`src/rtl/mcs4_pkg.sv`:
```
// Shared definitions for the MCS-4 bus sequencer: subcycle encoding and timing helpers.
package mcs4_pkg;

  typedef enum logic [3:0] {
    SC_IDLE = 4'd0,
    SC_A1   = 4'd1,
    SC_A2   = 4'd2,
    SC_A3   = 4'd3,
    SC_A4   = 4'd4,
    SC_M1   = 4'd5,
    SC_M2   = 4'd6,
    SC_X1   = 4'd7,
    SC_X2   = 4'd8,
    SC_X3   = 4'd9
  } sub_e;

  localparam int SUB_LEN_DEFAULT = 8;

  // One-hot subcycle vector width: address subcycles plus M1, M2, X1, X2, X3.
  function automatic int sub_w(input int addr_nibbles);
    return addr_nibbles + 5;
  endfunction

  function automatic int sub_half(input int sub_len);
    return sub_len / 2;
  endfunction

endpackage

```
`src/rtl/mcs4_phase_gen.sv`:
```
// Subcycle counter with registered clk1/clk2 strobes, wrap indication and memory-wait hold.
module mcs4_phase_gen
  import mcs4_pkg::*;
#(
  parameter int SUB_LEN = SUB_LEN_DEFAULT
) (
  input  logic clk_i,
  input  logic rst_i,
  input  logic run_i,
  input  logic act_d_i,
  input  logic wait_pt_i,
  input  logic wait_ok_i,
  output logic wrap_o,
  output logic clk1_o,
  output logic clk2_o
);

  localparam int CW = $clog2(SUB_LEN);
  localparam logic [CW-1:0] LAST = CW'(SUB_LEN - 1);
  localparam logic [CW-1:0] HALF = CW'(sub_half(SUB_LEN));

  logic [CW-1:0] cnt_q;
  logic [CW-1:0] cnt_d;
  logic          clk1_q;
  logic          clk2_q;
  logic          hold;

  // The counter parks on its last count while the memory is not ready.
  assign hold   = run_i && wait_pt_i && !wait_ok_i && (cnt_q == LAST);
  assign wrap_o = run_i && !hold && (cnt_q == LAST);

  always_comb begin
    cnt_d = cnt_q;
    if (!run_i) begin
      cnt_d = '0;
    end else if (!hold) begin
      cnt_d = (cnt_q == LAST) ? '0 : cnt_q + CW'(1);
    end
  end

  always_ff @(posedge clk_i or posedge rst_i) begin
    if (rst_i) begin
      cnt_q  <= '0;
      clk1_q <= 1'b0;
      clk2_q <= 1'b0;
    end else begin
      cnt_q  <= cnt_d;
      clk1_q <= act_d_i && (cnt_d == '0);
      clk2_q <= act_d_i && (cnt_d == HALF);
    end
  end

  assign clk1_o = clk1_q;
  assign clk2_o = clk2_q;

endmodule

```
`src/rtl/mcs4_bus_sequencer.sv`:
```
// MCS-4 bus-cycle sequencer: subcycle FSM, address drive, OPR/OPA capture, CM strobes.
// Optional memory wait handshake (wait_n port) enabled by defining MCS4_BUS_WAIT_EN.
module mcs4_bus_sequencer
  import mcs4_pkg::*;
#(
  parameter int DATA_W       = 4,
  parameter int ADDR_NIBBLES = 3,
  parameter int NUM_CMRAM    = 4,
  parameter int SUB_LEN      = SUB_LEN_DEFAULT
) (
  input  logic                           sysclk,
  input  logic                           poc,
  input  logic                           run,
  input  logic [ADDR_NIBBLES*DATA_W-1:0] pc,
  input  logic [NUM_CMRAM-1:0]           cmram_sel,
  input  logic                           io_m2,
  input  logic                           src_x3,
  input  logic                           wr_en,
  input  logic [DATA_W-1:0]              wr_data,
  input  logic                           rd_en,
  input  logic [DATA_W-1:0]              data_in,
`ifdef MCS4_BUS_WAIT_EN
  input  logic                           wait_n,
`endif
  output logic [DATA_W-1:0]              data_out,
  output logic                           data_dir,
  output logic                           clk1,
  output logic                           clk2,
  output logic [ADDR_NIBBLES+4:0]        subcycle,
  output logic                           sync,
  output logic [DATA_W-1:0]              opr,
  output logic [DATA_W-1:0]              opa,
  output logic                           instr_valid,
  output logic                           rd_valid,
  output logic [DATA_W-1:0]              rd_data,
  output logic                           cmrom,
  output logic [NUM_CMRAM-1:0]           cmram
);

  localparam int   SUB_W  = sub_w(ADDR_NIBBLES);
  localparam int   PC_W   = ADDR_NIBBLES * DATA_W;
  localparam sub_e A_LAST = sub_e'(4'(int'(SC_A1) + ADDR_NIBBLES - 1));

  function automatic logic [SUB_W-1:0] sub_onehot(input sub_e s);
    logic [SUB_W-1:0] one;
    one    = '0;
    one[0] = 1'b1;
    if (s == SC_IDLE) return '0;
    if (s <= SC_A4) return one << (int'(s) - int'(SC_A1));
    return one << (ADDR_NIBBLES + int'(s) - int'(SC_M1));
  endfunction

  sub_e                 state_q, state_d;
  logic                 go, wrap, wait_ok, wait_pt, cm_on;
  logic [PC_W-1:0]      pc_q, pc_d;
  logic [NUM_CMRAM-1:0] cmsel_q, cmsel_d, cmram_q, cmram_d;
  logic                 rd_arm_q, rd_arm_d;
  logic                 data_dir_q, data_dir_d, cmrom_q, cmrom_d, sync_q, sync_d;
  logic                 instr_valid_q, instr_valid_d, rd_valid_q, rd_valid_d;
  logic [DATA_W-1:0]    data_out_q, data_out_d, opr_q, opr_d, opa_q, opa_d;
  logic [DATA_W-1:0]    rd_data_q, rd_data_d;
  logic [SUB_W-1:0]     sub_q, sub_d;

`ifdef MCS4_BUS_WAIT_EN
  assign wait_ok = wait_n;
`else
  assign wait_ok = 1'b1;
`endif
  assign wait_pt = state_q inside {SC_M1, SC_M2, SC_X2};

  mcs4_phase_gen #(.SUB_LEN(SUB_LEN)) u_phase (
    .clk_i     (sysclk),
    .rst_i     (poc),
    .run_i     (state_q != SC_IDLE),
    .act_d_i   (state_d != SC_IDLE),
    .wait_pt_i (wait_pt),
    .wait_ok_i (wait_ok),
    .wrap_o    (wrap),
    .clk1_o    (clk1),
    .clk2_o    (clk2)
  );

  always_comb begin
    go      = (state_q == SC_IDLE) && run;
    state_d = state_q;
    if (go) begin
      state_d = SC_A1;
    end else if (wrap) begin
      if (state_q == A_LAST)     state_d = SC_M1;
      else if (state_q == SC_X3) state_d = run ? SC_A1 : SC_IDLE;
      else                       state_d = sub_e'(state_q + 4'd1);
    end
  end

  // Every pad-facing value is decided at subcycle entry and registered, so the
  // pads see the new subcycle's drive from its count 0 onward.
  always_comb begin
    pc_d          = pc_q;
    cmsel_d       = cmsel_q;
    rd_arm_d      = rd_arm_q;
    data_dir_d    = data_dir_q;
    data_out_d    = data_out_q;
    cmrom_d       = cmrom_q;
    cmram_d       = cmram_q;
    opr_d         = opr_q;
    opa_d         = opa_q;
    rd_data_d     = rd_data_q;
    instr_valid_d = 1'b0;
    rd_valid_d    = 1'b0;
    cm_on         = 1'b0;
    sub_d         = sub_onehot(state_d);
    sync_d        = (state_d == SC_X3);
    if (go || wrap) begin
      data_dir_d = 1'b0;
      rd_arm_d   = 1'b0;
      if (state_d == SC_A1) begin
        pc_d    = pc;
        cmsel_d = cmram_sel;
      end
      if (state_d inside {SC_A1, SC_A2, SC_A3, SC_A4}) begin
        data_dir_d = 1'b1;
        data_out_d = DATA_W'(pc_d >> (DATA_W * (int'(state_d) - int'(SC_A1))));
      end
      if (state_d == SC_X2) begin
        if (wr_en) begin
          data_dir_d = 1'b1;
          data_out_d = wr_data;
        end
        rd_arm_d = rd_en && !wr_en;
      end
      cm_on   = (state_d == A_LAST) || (state_d == SC_M2 && io_m2) ||
                (state_d == SC_X3 && src_x3);
      cmrom_d = cm_on;
      cmram_d = cm_on ? cmsel_d : '0;
    end
    if (wrap && state_q == SC_M1) opr_d = data_in;
    if (wrap && state_q == SC_M2) begin
      opa_d         = data_in;
      instr_valid_d = 1'b1;
    end
    if (wrap && state_q == SC_X2 && rd_arm_q) begin
      rd_data_d  = data_in;
      rd_valid_d = 1'b1;
    end
  end

  always_ff @(posedge sysclk or posedge poc) begin
    if (poc) begin
      state_q       <= SC_IDLE;
      pc_q          <= '0;
      cmsel_q       <= '0;
      rd_arm_q      <= 1'b0;
      data_dir_q    <= 1'b0;
      data_out_q    <= '0;
      cmrom_q       <= 1'b0;
      cmram_q       <= '0;
      opr_q         <= '0;
      opa_q         <= '0;
      rd_data_q     <= '0;
      instr_valid_q <= 1'b0;
      rd_valid_q    <= 1'b0;
      sub_q         <= '0;
      sync_q        <= 1'b0;
    end else begin
      state_q       <= state_d;
      pc_q          <= pc_d;
      cmsel_q       <= cmsel_d;
      rd_arm_q      <= rd_arm_d;
      data_dir_q    <= data_dir_d;
      data_out_q    <= data_out_d;
      cmrom_q       <= cmrom_d;
      cmram_q       <= cmram_d;
      opr_q         <= opr_d;
      opa_q         <= opa_d;
      rd_data_q     <= rd_data_d;
      instr_valid_q <= instr_valid_d;
      rd_valid_q    <= rd_valid_d;
      sub_q         <= sub_d;
      sync_q        <= sync_d;
    end
  end

  assign data_out    = data_out_q;
  assign data_dir    = data_dir_q;
  assign subcycle    = sub_q;
  assign sync        = sync_q;
  assign opr         = opr_q;
  assign opa         = opa_q;
  assign instr_valid = instr_valid_q;
  assign rd_valid    = rd_valid_q;
  assign rd_data     = rd_data_q;
  assign cmrom       = cmrom_q;
  assign cmram       = cmram_q;

endmodule

```
`config.mk`:
```
export PLATFORM = sky130hd
export DESIGN_NAME = mcs4_bus_sequencer
export DESIGN_NICKNAME = d
export VERILOG_FILES = /design/src/rtl/mcs4_pkg.sv /design/src/rtl/mcs4_phase_gen.sv /design/src/rtl/mcs4_bus_sequencer.sv
export SDC_FILE = /design/constraint.sdc
export NUM_CORES = 1
export LEC_CHECK = 0
export ABC_AREA = 1
export CAP_MARGIN = 20
export CORE_MARGIN = 5
export CORE_UTILIZATION = 50
export DETAILED_ROUTE_END_ITERATION = 10
export GPL_TIMING_DRIVEN = 0
export PLACE_DENSITY = 0.86
export SETUP_SLACK_MARGIN = 0.05
export SLEW_MARGIN = 30
export SYNTH_ARGS = -nofsm -noshare
export SYNTH_HDL_FRONTEND = slang
export SYNTH_SLANG_ARGS = --single-unit
```
`constraint.sdc`:
```
create_clock -name sysclk -period 6.4 [get_ports sysclk]
set_input_delay 1.28 -clock sysclk [delete_from_list [all_inputs] [get_ports sysclk]]
set_output_delay 1.28 -clock sysclk [all_outputs]
set_load 0.02 [all_outputs]
```
==> results.md <==
- The run finished with clean final reports.
- The count of instances resized after the clock tree is built is 0.
- Across all hold checks on the routed design, the worst slack comes to approximately 0.46 ns.
- The width of the die is between 80 and 90 um.
- The total power per unit cell area is just under 200 nW/um^2.
- After clock tree synthesis, the flow added hold-fix buffers numbering 0.
- The share of cell area taken by muxes after synthesis is less than 1%.
- Entering global routing, the biggest net connects 34 pins.
- The post-synthesis xor/xnor area fraction is less than 1%.
- The area added between synthesis and finish is 31.3%.
- The final antenna-violating net count is 0.
- Summing the areas of all and, or, nand and nor instances in the mapped netlist gives a little under 30% of the synthesized area.
- The via count of the first global-routing pass is just under 3000.
- TritonCTS built the clock tree.
- The min-delay analysis places its worst path in the category reg2reg.
- The core box area is between 5000 and 6000 sq um.
- The internal portion of the total power is about 600 uW.
- In this run the most critical hold path is launched from u_phase.cnt_q[0]$_DFF_PP0_.
- The nature of the critical path endpoint is a register.
- Measured in cells, the most critical reg-to-reg path has a length of 14.
- The maximum root-to-sink buffer count is 2.
- The number of slew-limit violations in the final report is 0.
- The critical path arrival is approximately 3.4 ns.
- The post-synthesis share of cell area spent on full adders, half adders and majority gates is under 10%.
- Detailed placement finished with a half-perimeter wire length of between 5000 and 6000 um.
- The setup clock skew after layout is ~0.0084 ns.
- The H-tree was split into 3 levels.
- The final estimated routing congestion in global placement is roughly 0.9.
- After the first detailed-routing iteration, the DRC count stood at around 210.
- After clock tree synthesis, the setup repair step added 0 buffers.
- The share of the synthesized area in compound gates (AO/OA/AOI/OAI) is under 10%.
- The unique cell type count in the Yosys netlist is 32.
- The detailed-routing iteration count for the pre-antenna-repair pass is 5.
- The dominant synthesized flop cell is dfrtp_1.
- The total global-route track usage is between 20% and 30%.
- In the final layout, the share of cells above drive strength 1 is between 10% and 20%.
- The residual DRC count is 0.
- For flop-to-flop paths, the worst setup slack is between 3 and 4 ns.
- The routed layout has around 2900 vias.
- The clock period minus final worst setup slack is about 3.2 ns.
- The top cell type by area accounts for approximately 47% of the synthesized area.
- The number of nets in the synthesized netlist is about 430.
- The number of failing setup endpoints in the final timing report is 0.
- The filler cell count in the final layout is 456.
- The floorplan has 28 rows.
- The start of the worst register-to-register path is u_phase.cnt_q[0]$_DFF_PP0_.
- Wires add up to ~7600 um.
- The cell count after synthesis came out at between 300 and 400.
- The uppermost signal routing layer after detailed routing is met4.
- The total CTS buffers is 9.
- 0 antenna diodes ended up in the layout.
- The number of hold-slack violations in the final timing report came to 0.
- The overflow left after global routing is 0.
- The flop and latch count out of synthesis is 59.
- The sink count of the clock tree is 59.
- The maximum fanout along the worst path is 10.
- In the layout the commonest cells are nand2_1 (101), clkdlybuf4s50_1 (65), dfrtp_1 (59).
- The maximum VDD drop is about 0.00015 V.
- The port buffer count is 65.
- The initial core utilization is about 52%.
- Static timing analysis puts the maximum clock frequency at about 0.31 GHz.
- Pin placement for this block handled between 60 and 70 I/O pins.
- The worst register-to-register path ends at data_out[2]$_DFFE_PP0P_.
- The cell at the root of the clock tree is clkbuf_8.
- The synthesized netlist occupies a cell area of 3130 sq um.
- Headroom to the max-slew limit came out at 63.0%.
- Clock-pin slew was measured on the worst setup and hold paths at ~0.07 ns.
- The sum of met3 wire segment lengths after detailed routing is 509 um.
- The library cell with the largest summed area after synthesis is dfrtp_1.
- The count of yosys warnings during synthesis is 0.
- The final period utilization is 50.0%.
- In the routed layout, each cell is associated on average with a via count of around 5.3.
- The max-capacitance violation count is 0.
- Per report_power, the clock group accounts for a little under half of the total.
- The proportion of total power due to net switching is ~22%.
- The proportion of synthesized flip-flops having asynchronous set or reset is 100%.
- In this run the static leakage power is just over 2 nW.
- The kind of critical path is in2reg.
- The die covers just under 8000 sq um.
- Setup repair after global routing left no endpoint under its margin.
- Per report_power, the sequential group accounts for about 48% of the total.
- In this run, the combinational gates consume roughly 6.5% of the power.
- For the pin with the worst max-slew slack, the measured transition is around 0.55 ns.
- The worst-case hold path end point is u_phase.cnt_q[0]$_DFF_PP0_.
- The post-detailed-route wirelength per cell is between 10 and 15 um.
- The number of antenna violations at the first check in global routing is 0.
- The number of synthesized flops with an enable pin is 0.
- Along the worst hold path, the cell count comes to 1.
- The mean instance size in the synthesized netlist is approximately 8 sq um.
- By area, the combinational part of the netlist is dominated by simple AND/OR/NAND/NOR gates.
- The required time of the worst setup path is ~6.6 ns.
- After synthesis, flip-flops and latches occupy a little under half of the total area.
- The y dimension of the die is 89.1 um.
- After detailed routing, the met2 layer carries between 3000 and 4000 um of wire.
- Setup total negative slack on the finished layout was measured at 0 ns.
- Leaving out fill and tap cells, the most frequent cell in the layout is nand2_1.
- By area the synthesized netlist is led by dfrtp_1 (47%), nand2_1 (12%), nand3_1 (6.2%).
- The net switching power is ~180 uW.
- The startpoint kind of the worst setup timing path is an input port.
- The number of nets in the layout is a little over 500.
- The routed length on met1 is 3120 um.
- The first-pass GRT wire length is around 13000 um.
- The later pin in the worst-skew pair is clocked with a latency of approximately 0.34 ns.
stage by stage:
stage | cell area, sq um | power (mW) | worst slack [ns] | utilization, % | std cells
2_1_floorplan | 3130 | 0.405 | 3.66 | - | 390
4_1_cts | 4110 | 0.796 | 3.26 | 68.5 | 547
6_report | 4110 | 0.791 | 3.20 | 68.5 | 547
5_1_grt | 4110 | 0.821 | 3.05 | 68.5 | 547
3_3_place_gp | 3870 | 0.436 | 2.69 | 64.6 | 530
3_5_place_dp | 3890 | 0.439 | 2.92 | 65.0 | 531
worst max-delay path, cell delays in order:
cell and delay, ns:
clkdlybuf4s50_1 0.50, nand2_1 0.06, nand2_1 0.06, nand2_1 0.09, nand2_1 0.11, ha_1 0.28, clkbuf_1 0.42, nand3_1 0.18
nand3_1 0.12, nand2_1 0.07, nand3_1 0.09, nand2_1 0.05, nand2_1 0.06, nand2_1 0.06
flip-flops by register name, indices dropped and copies added, names as in the netlist:
name	flops
data_dir	1
u_phase.clk1_o	1
rd_arm_q	1
u_phase.cnt_q	3
opa	4
state_q	4
sync	1
data_out	4
cmram	4
cmsel_q	4
pc_q	12
rd_data	4
instr_valid	1
opr	4
cmrom	1
subcycle	8
u_phase.clk2_o	1
rd_valid	1
kinds of logic (layout without fill, tap and decap cells):
kind of cell	count (synthesis)	count (layout)
XOR/XNOR	2	2
flip-flops	59	59
multiplexers	2	2
AND/OR/NAND/NOR	195	195
AO/OA/AOI/OAI	54	54
buffers and inverters	68	150
adder cells (fa/ha/maj)	10	10
cells in the mapped netlist, drive strengths merged, types with 4 or more instances:
cell type	count
nand2	111
dfrtp	59
inv	59
o21ai	40
nand3	39
nor2	33
ha	10
a21oi	5
clkbuf	5
buf	4
nand3b	4
nand4	4
layer usage:
| layer | global-route usage (%) | vias to the layer above |
|---|---|---|
| met3 | 5.25 | 25 |
| met2 | 34.5 | 120 |
| met4 | 10.8 | 0 |
| met5 | 0 | - |
| met1 | 24.7 | 1357 |
| li1 | - | 1394 |
how the worst max path moves through the flow:
stage                     from                       to  slack (ns)  depth (start not counted)
after floorplan            poc     cmram[0]$_DFFE_PP0P_        3.66                          1
after global placement     poc      pc_q[9]$_DFFE_PP0P_        2.69                          2
after detailed placement   run  data_out[3]$_DFFE_PP0P_        2.92                         14
after CTS                  run  data_out[2]$_DFFE_PP0P_        3.26                         14
after global routing       run  data_out[2]$_DFFE_PP0P_        3.05                         14
final                      run  data_out[2]$_DFFE_PP0P_        3.20                         14
layout make-up:
| type | count | area, sq um | share of cell area [%] |
|---|---|---|---|
| repair buffers | 66 | 671 | 16.3 |
| inverters | 59 | 226 | 5.51 |
| flip-flops and latches | 59 | 1480 | 36.0 |
| multi-input cells | 263 | 1380 | 33.6 |
| clock inverters | 4 | 47.5 | 1.16 |
| well taps | 75 | 93.8 | 2.29 |
| plain buffers | 9 | 45.0 | 1.10 |
| clock buffers | 12 | 165 | 4.02 |
power by group through the flow:
stage / sequential (mW) / combinational (mW) / clock (mW)
3_5_place_dp: 0.387 / 0.0518 / 0
2_1_floorplan: 0.392 / 0.0130 / 0
4_1_cts: 0.380 / 0.0522 / 0.364
3_3_place_gp: 0.387 / 0.0490 / 0
6_report: 0.380 / 0.0513 / 0.360
5_1_grt: 0.380 / 0.0561 / 0.384
(Power assumes the default switching activity.)
